===== src/rtl/sdk_pkg.sv =====
// Shared types and constants for the SDK receive deframer.
// Holds the FSM state enum, the SDK word width and the default header magic.
package sdk_pkg;
  localparam int         SDK_DW    = 16;
  localparam logic [7:0] SDK_MAGIC = 8'hA5;

  typedef enum logic [1:0] {
    HUNT,
    LEN,
    PAYLOAD
  } state_t;
endpackage


===== src/rtl/sdk_rx_deframer_if.sv =====
// Bundle of the FWFT FIFO read side and the payload stream of the deframer.
// The deframer uses the master modport; the FIFO/sink environment uses slave.
interface sdk_rx_deframer_if;
  logic                       SDK_Empty;
  logic [sdk_pkg::SDK_DW-1:0] SDK_DI;
  logic                       SDK_RD;
  logic                       out_valid;
  logic                       out_ready;
  logic [sdk_pkg::SDK_DW-1:0] out_data;
  logic                       out_sop;
  logic                       out_eop;
  logic [7:0]                 out_tag;

  modport master (
    input  SDK_Empty, SDK_DI, out_ready,
    output SDK_RD, out_valid, out_data, out_sop, out_eop, out_tag
  );

  modport slave (
    output SDK_Empty, SDK_DI, out_ready,
    input  SDK_RD, out_valid, out_data, out_sop, out_eop, out_tag
  );
endinterface


===== src/rtl/sdk_out_reg.sv =====
// One-entry valid/ready output register carrying payload data, sop, eop and tag.
// A load in the same cycle as an accept refills the entry, sustaining one word per clock.
module sdk_out_reg #(
  parameter int DW = 16
) (
  input  logic          i_clk,
  input  logic          i_rst_n,
  input  logic          i_load,
  input  logic [DW-1:0] i_data,
  input  logic          i_sop,
  input  logic          i_eop,
  input  logic [7:0]    i_tag,
  input  logic          i_ready,
  output logic          o_valid,
  output logic [DW-1:0] o_data,
  output logic          o_sop,
  output logic          o_eop,
  output logic [7:0]    o_tag
);
  logic          r_valid;
  logic [DW-1:0] r_data;
  logic          r_sop;
  logic          r_eop;
  logic [7:0]    r_tag;

  always_ff @(posedge i_clk or negedge i_rst_n) begin
    if (!i_rst_n) begin
      r_valid <= 1'b0;
      r_data  <= '0;
      r_sop   <= 1'b0;
      r_eop   <= 1'b0;
      r_tag   <= '0;
    end else if (i_load) begin
      r_valid <= 1'b1;
      r_data  <= i_data;
      r_sop   <= i_sop;
      r_eop   <= i_eop;
      r_tag   <= i_tag;
    end else if (r_valid && i_ready) begin
      r_valid <= 1'b0;
    end
  end

  assign o_valid = r_valid;
  assign o_data  = r_data;
  assign o_sop   = r_sop;
  assign o_eop   = r_eop;
  assign o_tag   = r_tag;
endmodule


===== src/rtl/sdk_rx_deframer.sv =====
// Pops [header][length][payload x N] frames from the SDK FWFT FIFO and streams the payload.
// Malformed headers and lengths are dropped with a one-cycle error pulse.
module sdk_rx_deframer
  import sdk_pkg::*;
#(
  parameter logic [7:0] MAGIC   = SDK_MAGIC,
  parameter int         MAX_LEN = 1024,
  parameter int         CNT_W   = 16
) (
  input  logic              SDK_CLK,
  input  logic              SDK_RSTN,
  sdk_rx_deframer_if.master bus,
  output logic              busy,
  output logic              err_magic,
  output logic              err_len,
  output logic [CNT_W-1:0]  frame_cnt
);
  localparam int                REM_W     = $clog2(MAX_LEN + 1);
  localparam logic [SDK_DW-1:0] MAX_LEN_W = SDK_DW'(MAX_LEN);

  state_t             r_state;
  logic [REM_W-1:0]   r_remaining;
  logic               r_first;
  logic [7:0]         r_tag_nxt;
  logic               r_err_magic;
  logic               r_err_len;
  logic [CNT_W-1:0]   r_frame_cnt;

  logic w_can_take;
  logic w_pop;
  logic w_load;
  logic w_last;
  logic w_len_ok;
  logic w_eop_accept;

  assign w_can_take   = (r_state == PAYLOAD) ? (~bus.out_valid | bus.out_ready) : 1'b1;
  // Reset also blocks the pop so the FIFO is never drained while outputs are held at zero.
  assign w_pop        = SDK_RSTN & ~bus.SDK_Empty & w_can_take;
  assign w_load       = w_pop & (r_state == PAYLOAD);
  assign w_last       = (r_remaining == REM_W'(1));
  assign w_len_ok     = (bus.SDK_DI != '0) && (bus.SDK_DI <= MAX_LEN_W);
  assign w_eop_accept = bus.out_valid & bus.out_ready & bus.out_eop;

  always_ff @(posedge SDK_CLK or negedge SDK_RSTN) begin
    if (!SDK_RSTN) begin
      r_state     <= HUNT;
      r_remaining <= '0;
      r_first     <= 1'b0;
      r_tag_nxt   <= '0;
      r_err_magic <= 1'b0;
      r_err_len   <= 1'b0;
      r_frame_cnt <= '0;
    end else begin
      r_err_magic <= 1'b0;
      r_err_len   <= 1'b0;
      if (w_eop_accept) begin
        r_frame_cnt <= r_frame_cnt + CNT_W'(1);
      end
      if (w_pop) begin
        case (r_state)
          HUNT: begin
            if (bus.SDK_DI[15:8] == MAGIC) begin
              r_tag_nxt <= bus.SDK_DI[7:0];
              r_state   <= LEN;
            end else begin
              r_err_magic <= 1'b1;
            end
          end
          LEN: begin
            if (w_len_ok) begin
              r_remaining <= bus.SDK_DI[REM_W-1:0];
              r_first     <= 1'b1;
              r_state     <= PAYLOAD;
            end else begin
              r_err_len <= 1'b1;
              r_state   <= HUNT;
            end
          end
          PAYLOAD: begin
            r_remaining <= r_remaining - REM_W'(1);
            r_first     <= 1'b0;
            if (w_last) begin
              r_state <= HUNT;
            end
          end
          default: r_state <= HUNT;
        endcase
      end
    end
  end

  sdk_out_reg #(
    .DW (SDK_DW)
  ) u_out_reg (
    .i_clk   (SDK_CLK),
    .i_rst_n (SDK_RSTN),
    .i_load  (w_load),
    .i_data  (bus.SDK_DI),
    .i_sop   (r_first),
    .i_eop   (w_last),
    .i_tag   (r_tag_nxt),
    .i_ready (bus.out_ready),
    .o_valid (bus.out_valid),
    .o_data  (bus.out_data),
    .o_sop   (bus.out_sop),
    .o_eop   (bus.out_eop),
    .o_tag   (bus.out_tag)
  );

  assign bus.SDK_RD = w_pop;
  assign busy       = (r_state != HUNT) | bus.out_valid;
  assign err_magic  = r_err_magic;
  assign err_len    = r_err_len;
  assign frame_cnt  = r_frame_cnt;
endmodule

===== src/flat_wrapper.sv =====
// flat-port wrapper written by rule: the top's interface ports become plain ports
module sdk_rx_deframer_flat import sdk_pkg::*;
#(
  parameter logic [7:0] MAGIC   = SDK_MAGIC,
  parameter int         MAX_LEN = 1024,
  parameter int         CNT_W   = 16
)
  (SDK_CLK, SDK_RSTN, busy, err_magic, err_len, frame_cnt, bus_SDK_Empty, bus_SDK_DI, bus_out_ready, bus_SDK_RD, bus_out_valid, bus_out_data, bus_out_sop, bus_out_eop, bus_out_tag);
  sdk_rx_deframer_if bus_i ();
  input  logic SDK_CLK;
  input  logic SDK_RSTN;
  output logic busy;
  output logic err_magic;
  output logic err_len;
  output logic [CNT_W-1:0] frame_cnt;
  input wire logic [$bits(bus_i.SDK_Empty)-1:0] bus_SDK_Empty;
  input wire logic [$bits(bus_i.SDK_DI)-1:0] bus_SDK_DI;
  input wire logic [$bits(bus_i.out_ready)-1:0] bus_out_ready;
  output wire logic [$bits(bus_i.SDK_RD)-1:0] bus_SDK_RD;
  output wire logic [$bits(bus_i.out_valid)-1:0] bus_out_valid;
  output wire logic [$bits(bus_i.out_data)-1:0] bus_out_data;
  output wire logic [$bits(bus_i.out_sop)-1:0] bus_out_sop;
  output wire logic [$bits(bus_i.out_eop)-1:0] bus_out_eop;
  output wire logic [$bits(bus_i.out_tag)-1:0] bus_out_tag;
  assign bus_i.SDK_Empty = bus_SDK_Empty;
  assign bus_i.SDK_DI = bus_SDK_DI;
  assign bus_i.out_ready = bus_out_ready;
  assign bus_SDK_RD = bus_i.SDK_RD;
  assign bus_out_valid = bus_i.out_valid;
  assign bus_out_data = bus_i.out_data;
  assign bus_out_sop = bus_i.out_sop;
  assign bus_out_eop = bus_i.out_eop;
  assign bus_out_tag = bus_i.out_tag;
  sdk_rx_deframer #(.MAGIC(MAGIC), .MAX_LEN(MAX_LEN), .CNT_W(CNT_W)) u_core (.SDK_CLK(SDK_CLK), .SDK_RSTN(SDK_RSTN), .bus(bus_i), .busy(busy), .err_magic(err_magic), .err_len(err_len), .frame_cnt(frame_cnt));
endmodule

===== config.mk =====
export PLATFORM = sky130hd
export DESIGN_NAME = sdk_rx_deframer_flat
export DESIGN_NICKNAME = d
export VERILOG_FILES = /design/src/rtl/sdk_pkg.sv /design/src/rtl/sdk_rx_deframer_if.sv /design/src/rtl/sdk_out_reg.sv /design/src/rtl/sdk_rx_deframer.sv /design/src/flat_wrapper.sv
export SDC_FILE = /design/constraint.sdc
export NUM_CORES = 1
export LEC_CHECK = 0
export CORE_ASPECT_RATIO = 1.25
export CORE_MARGIN = 2
export CORE_UTILIZATION = 55
export DETAILED_ROUTE_END_ITERATION = 12
export PLACE_DENSITY = 0.87
export SLEW_MARGIN = 20
export SYNTH_ARGS = -nofsm -noshare
export SYNTH_HDL_FRONTEND = slang
export SYNTH_HIERARCHICAL = 1
export SYNTH_SLANG_ARGS = --single-unit

===== constraint.sdc =====
create_clock -name SDK_CLK -period 5.4 [get_ports SDK_CLK]
set_input_delay 1.08 -clock SDK_CLK [delete_from_list [all_inputs] [get_ports SDK_CLK]]
set_output_delay 1.08 -clock SDK_CLK [all_outputs]
set_load 0.02 [all_outputs]

# ---- Word-level counts from Yosys, hierarchy flattened
# Cells that the tools add are included.
dict set report word_totals {
  register_bits 67
  input_bits 20
  output_inout_bits 47
  elab_cells 58
}
dict set report classes {
  addsub 2
  magnitude_cmp 1
  n_eq_ne 7
  n_mux 17
  bitwise_logic 9
  n_reduce_logical 10
}
# op n
set ops {}
lappend ops {{$pmux W11 S2} 1}
lappend ops {{$add A16 B1 Y16 const B} 1}
lappend ops {{$le A16 B11 Y1 const B} 1}
lappend ops {{$reduce_bool A16 Y1} 1}
lappend ops {{$eq A11 B1 Y1 const B} 1}
lappend ops {{$mux W11} 1}
lappend ops {{$sub A11 B1 Y11 const B} 1}
lappend ops {{$mux W1} 10}
lappend ops {{$reduce_and A3 Y1} 3}
lappend ops {{$eq A8 B8 Y1 const B} 1}
lappend ops {{$mux W2} 3}
lappend ops {{$pmux W2 S3} 1}
lappend ops {{$reduce_bool A2 Y1} 3}
lappend ops {{$and A1 B1 Y1} 5}
lappend ops {{$ne A2 B1 Y1 const B} 2}
lappend ops {{$eq A2 B1 Y1 const B} 1}
lappend ops {{$eq A2 B2 Y1 const B} 1}
lappend ops {{$logic_and A1 B1 Y1} 2}
lappend ops {{$logic_not A2 Y1} 1}
lappend ops {{$ne A2 B2 Y1 const B} 1}
lappend ops {{$not A1 Y1} 2}
lappend ops {{$or A1 B1 Y1} 2}
lappend ops {{$pmux W1 S2} 1}

# ---- Longest topological paths before layout
dict set report logic_depth {
  depth_word 6
  depth_mapped 9
  depth_no_buf 7
}

# ---- Cells and area by module
# Netlist, hierarchy kept.
# module n_inst cells_each area_each_um2 seq_area_each_um2
set by_module_without_submodules {}
lappend by_module_without_submodules {sdk_rx_deframer 1 198 2047.0 1001.0}
lappend by_module_without_submodules {sdk_out_reg 1 58 1102.3 675.6}

# ---- Worst setup path after synthesis
# Ideal clock, no wire load.
dict set report synth_timing {
  path_type {input to output}
  startpoint {in bus_SDK_Empty}
  endpoint {out bus_SDK_RD}
  t_arrival_ns 1.691
  required_ns 4.320
  slack_ns 2.629
  stages 2
  path_buffers 0
  cell_sequence {nand2b_1 > a21oi_1}
}
dict set report synth_between {
  elab_chain_cells 3
}
# item line
set synth_lines {}
lappend synth_lines {{start, declared} flat_wrapper.sv:16} ;# input wire logic [$bits(bus_i.SDK_Empty)-1:0] bus_SDK_Empty;
lappend synth_lines {{$not A1 Y1} sdk_rx_deframer.sv:38} ;# assign w_pop = SDK_RSTN & ~bus.SDK_Empty & w_can_take;
lappend synth_lines {{$and A1 B1 Y1 (2 in series)} sdk_rx_deframer.sv:38}
lappend synth_lines {{end, declared} flat_wrapper.sv:19} ;# output wire logic [$bits(bus_i.SDK_RD)-1:0] bus_SDK_RD;
# No other way between the ends.

# ---- Final worst setup path
# Ends and elaborated chain as after synthesis.

==> reports/qor.txt <==
Status - finished clean
Leak pwr - 0.00185 uW
Crit Path Max Fanout - 6
Switch Pwr - 227 uW
Peak Freq - 267 MHz
# DRC - 0
Cells after Synth - 256
Vias in the first global route - 2227
Row count - 30
Final wirelength - 6960 um
Share of cells above drive strength 1 - 18.7%
Placer Congestion - 0.795
Mapped Nets - 279
Resize count post-CTS - 0
Antenna violations before repair - 0
Die Span Y - 88.6 um
PortBufs - 66
Reg2reg end - u_core/u_out_reg/o_data[14]
Path type of the worst min-delay path - register to register
Power Density - 252 mW/mm2
Main synth FF type - dfrtp_1
Final setup violation count - 0
Sequential area share after synthesis - 53.2%
Synth-to-Final Area Change - 27.8%
Most frequent cells in the layout - 67 x dfrtp_1, 65 x clkdlybuf4s50_1, 22 x nor2_1
GRT Total Usage - 23.1%
DRT Pass-1 Iters - 6
Ant. Diodes - 0
Ports - 67
DR vias/cell - 5.75
Most common cell after layout, fill and taps aside - dfrtp_1
Clock power frac - 41.2%
Mapped Area - 0.00315 mm2
Logic pwr share - 7.4%
First DRT Iteration DRCs - 133
Post-synth EDFFs - 0
Worst VDD drop - 0.000202 V
Post-Syn Area per Cell - 12.3 um2
Antenna Nets Post-Route - 0
Worst Setup Path Type - input pin to output pin
# hold bufs at CTS - 0
Hold endpoint - u_core/frame_cnt[15]
Sequential share of power - 51.4%
P_int - 787 uW
Yosys warnings - 6
Final period util - 69.3%
Total negative slack - 0 ps
Core area - 0.00548 mm2
Largest net degree at the start of global routing - 69
WP data arrival - 2660 ps
First-pass GRT wire length - 11000 um
Setup Buffers After CTS - 0
Cells on worst reg2reg path - 5
H-tree Lvls - 3
Post-layout util - 73.4%
Initial Util - 57.5%
Number of clock sinks - 67
Clock root buffer - clkbuf_8
Width of the die - 71.7 um
Via count - 2273
Nets - 349
Slew headroom - 45.1%
Unique cell type count in the Yosys netlist - 42
Post-synth ARST share - 100%
Hold Crit Depth - 1
Worst Path Required - 4320 ps
Worst R2R Setup Slack - 2450 ps
Crit path launch type - input pin
Clock Skews - 4.80 ps
Slew Limit Fails - 0
CTS clk-pin slew, worst paths - 70 ps
GRT overflow - 0
Total CTS buffers - 9
Flop and latch count out of synthesis - 67
CTS tree - yes
Max Cap Viol - 0
HP Start - u_core/frame_cnt[15]
Clock buffer depth - 2
Die Area - 0.00635 mm2
Final hold violation count - 0
Crit Reg-Reg Startpoint - u_core/r_state[0]
Slew @ Worst Pin - 824 ps
Fin crit period - 3740 ps
Critical path capture point type - output pin
Sw frac - 22.4%
WL per Instance - 17.6 um
Clock Latency Late Sink - 330 ps
DP Wirelength - 5050 um
RSZ-0062 raised after global routing - no
==> sequential cells by signal, summed over array words and instances, names as in the netlist <==
register and flops:
u_core/err_magic 1, u_core/err_len 1, u_core/u_out_reg/o_data 16, u_core/r_state 2
u_core/r_remaining 11, u_core/u_out_reg/o_valid 1, u_core/u_out_reg/o_tag 8, u_core/r_tag_nxt 8
u_core/u_out_reg/o_sop 1, u_core/frame_cnt 16, u_core/r_first 1, u_core/u_out_reg/o_eop 1
==> routing by layer <==
| layer | wire length, um | share of wire [%] | track usage (%) | vias up |
|---|---|---|---|---|
| li1 | - | - | - | 1063 |
| met1 | 2880 | 41 | 27.4 | 1134 |
| met2 | 3610 | 52 | 40.0 | 66 |
| met3 | 323 | 4.6 | 4.44 | 10 |
| met4 | 146 | 2.1 | 11.7 | 0 |
| met5 | 0 | 0 | 0 | - |
==> critical path, cell delays in order <==
cell and delay [ps]:
clkdlybuf4s50_1 440, nand2b_1 260, a21oi_1 230, clkdlybuf4s50_1 650
==> cell type report <==
class	count	area [um2]
Clock buffer	12	155
Clock inverter	4	48.8
Fill cell	368	1460
Inverter	11	41.3
Multi-Input combinational cell	168	1350
Sequential cell	67	1680
Tap cell	64	80.1
Timing Repair Buffer	69	678
==> power by group through the flow <==
stage	clock network, uW	logic, uW	registers [uW]
5_1_grt	450	81.3	522
3_3_place_gp	0	73.1	529
3_5_place_dp	0	75.4	530
2_1_floorplan	0	22.6	534
6_report	417	75.1	521
4_1_cts	427	75.8	521
==> worst max path at each step <==
stage	start	to	cells after the start
2_1_floorplan	bus_SDK_Empty	bus_SDK_RD	2
3_3_place_gp	bus_SDK_Empty	u_core/u_out_reg/o_sop	6
3_5_place_dp	bus_SDK_Empty	u_core/u_out_reg/o_data[14]	6
4_1_cts	bus_SDK_Empty	bus_SDK_RD	4
5_1_grt	bus_SDK_Empty	bus_SDK_RD	4
6_report	bus_SDK_Empty	bus_SDK_RD	4
==> cell families after synthesis <==
kind of cell	after synthesis	share of synthesized area, %
compound gates	40	9.14
xor+xnor	15	4.17
fa+ha+maj	3	1.19
buf+inv	21	4.17
flops	67	53.2
mux	36	15.1
simple gates	74	13.0
==> cells in the mapped netlist, drive strengths merged (2+ instances only) <==
cell	instances	area (um2)
nor2	22	82.6
nand3	4	20.0
o21ai	3	15.0
ha	3	37.5
o22a	11	96.3
nor4	9	77.6
a21o	2	15.0
and3	3	18.8
dfrtp	67	1680
or3	4	25.0
or4	2	18.8
nand4	3	18.8
xnor2	12	105
nand2b	2	12.5
nor2b	2	12.5
clkbuf	2	7.51
xor2	3	26.3
a21oi	9	45.0
a2bb2oi	2	17.5
nand2	11	41.3
buf	8	82.6
mux2	35	465
a22oi	2	15.0
nor3	7	35.0
a31oi	7	43.8
inv	11	41.3
==> metrics by stage <==
stage | hold WS [ps] | total power [uW] | cell area (um2) | instances | setup WS, ps
finish | 489 | 1010 | 4030 | 395 | 1660
detailed placement | 483 | 606 | 3820 | 379 | 1540
global placement | 461 | 602 | 3820 | 379 | 1650
floorplan | 475 | 557 | 3150 | 256 | 2630
CTS | 492 | 1020 | 4020 | 395 | 1660
global route | 507 | 1050 | 4030 | 395 | 1550
(Power assumes the default switching activity.)
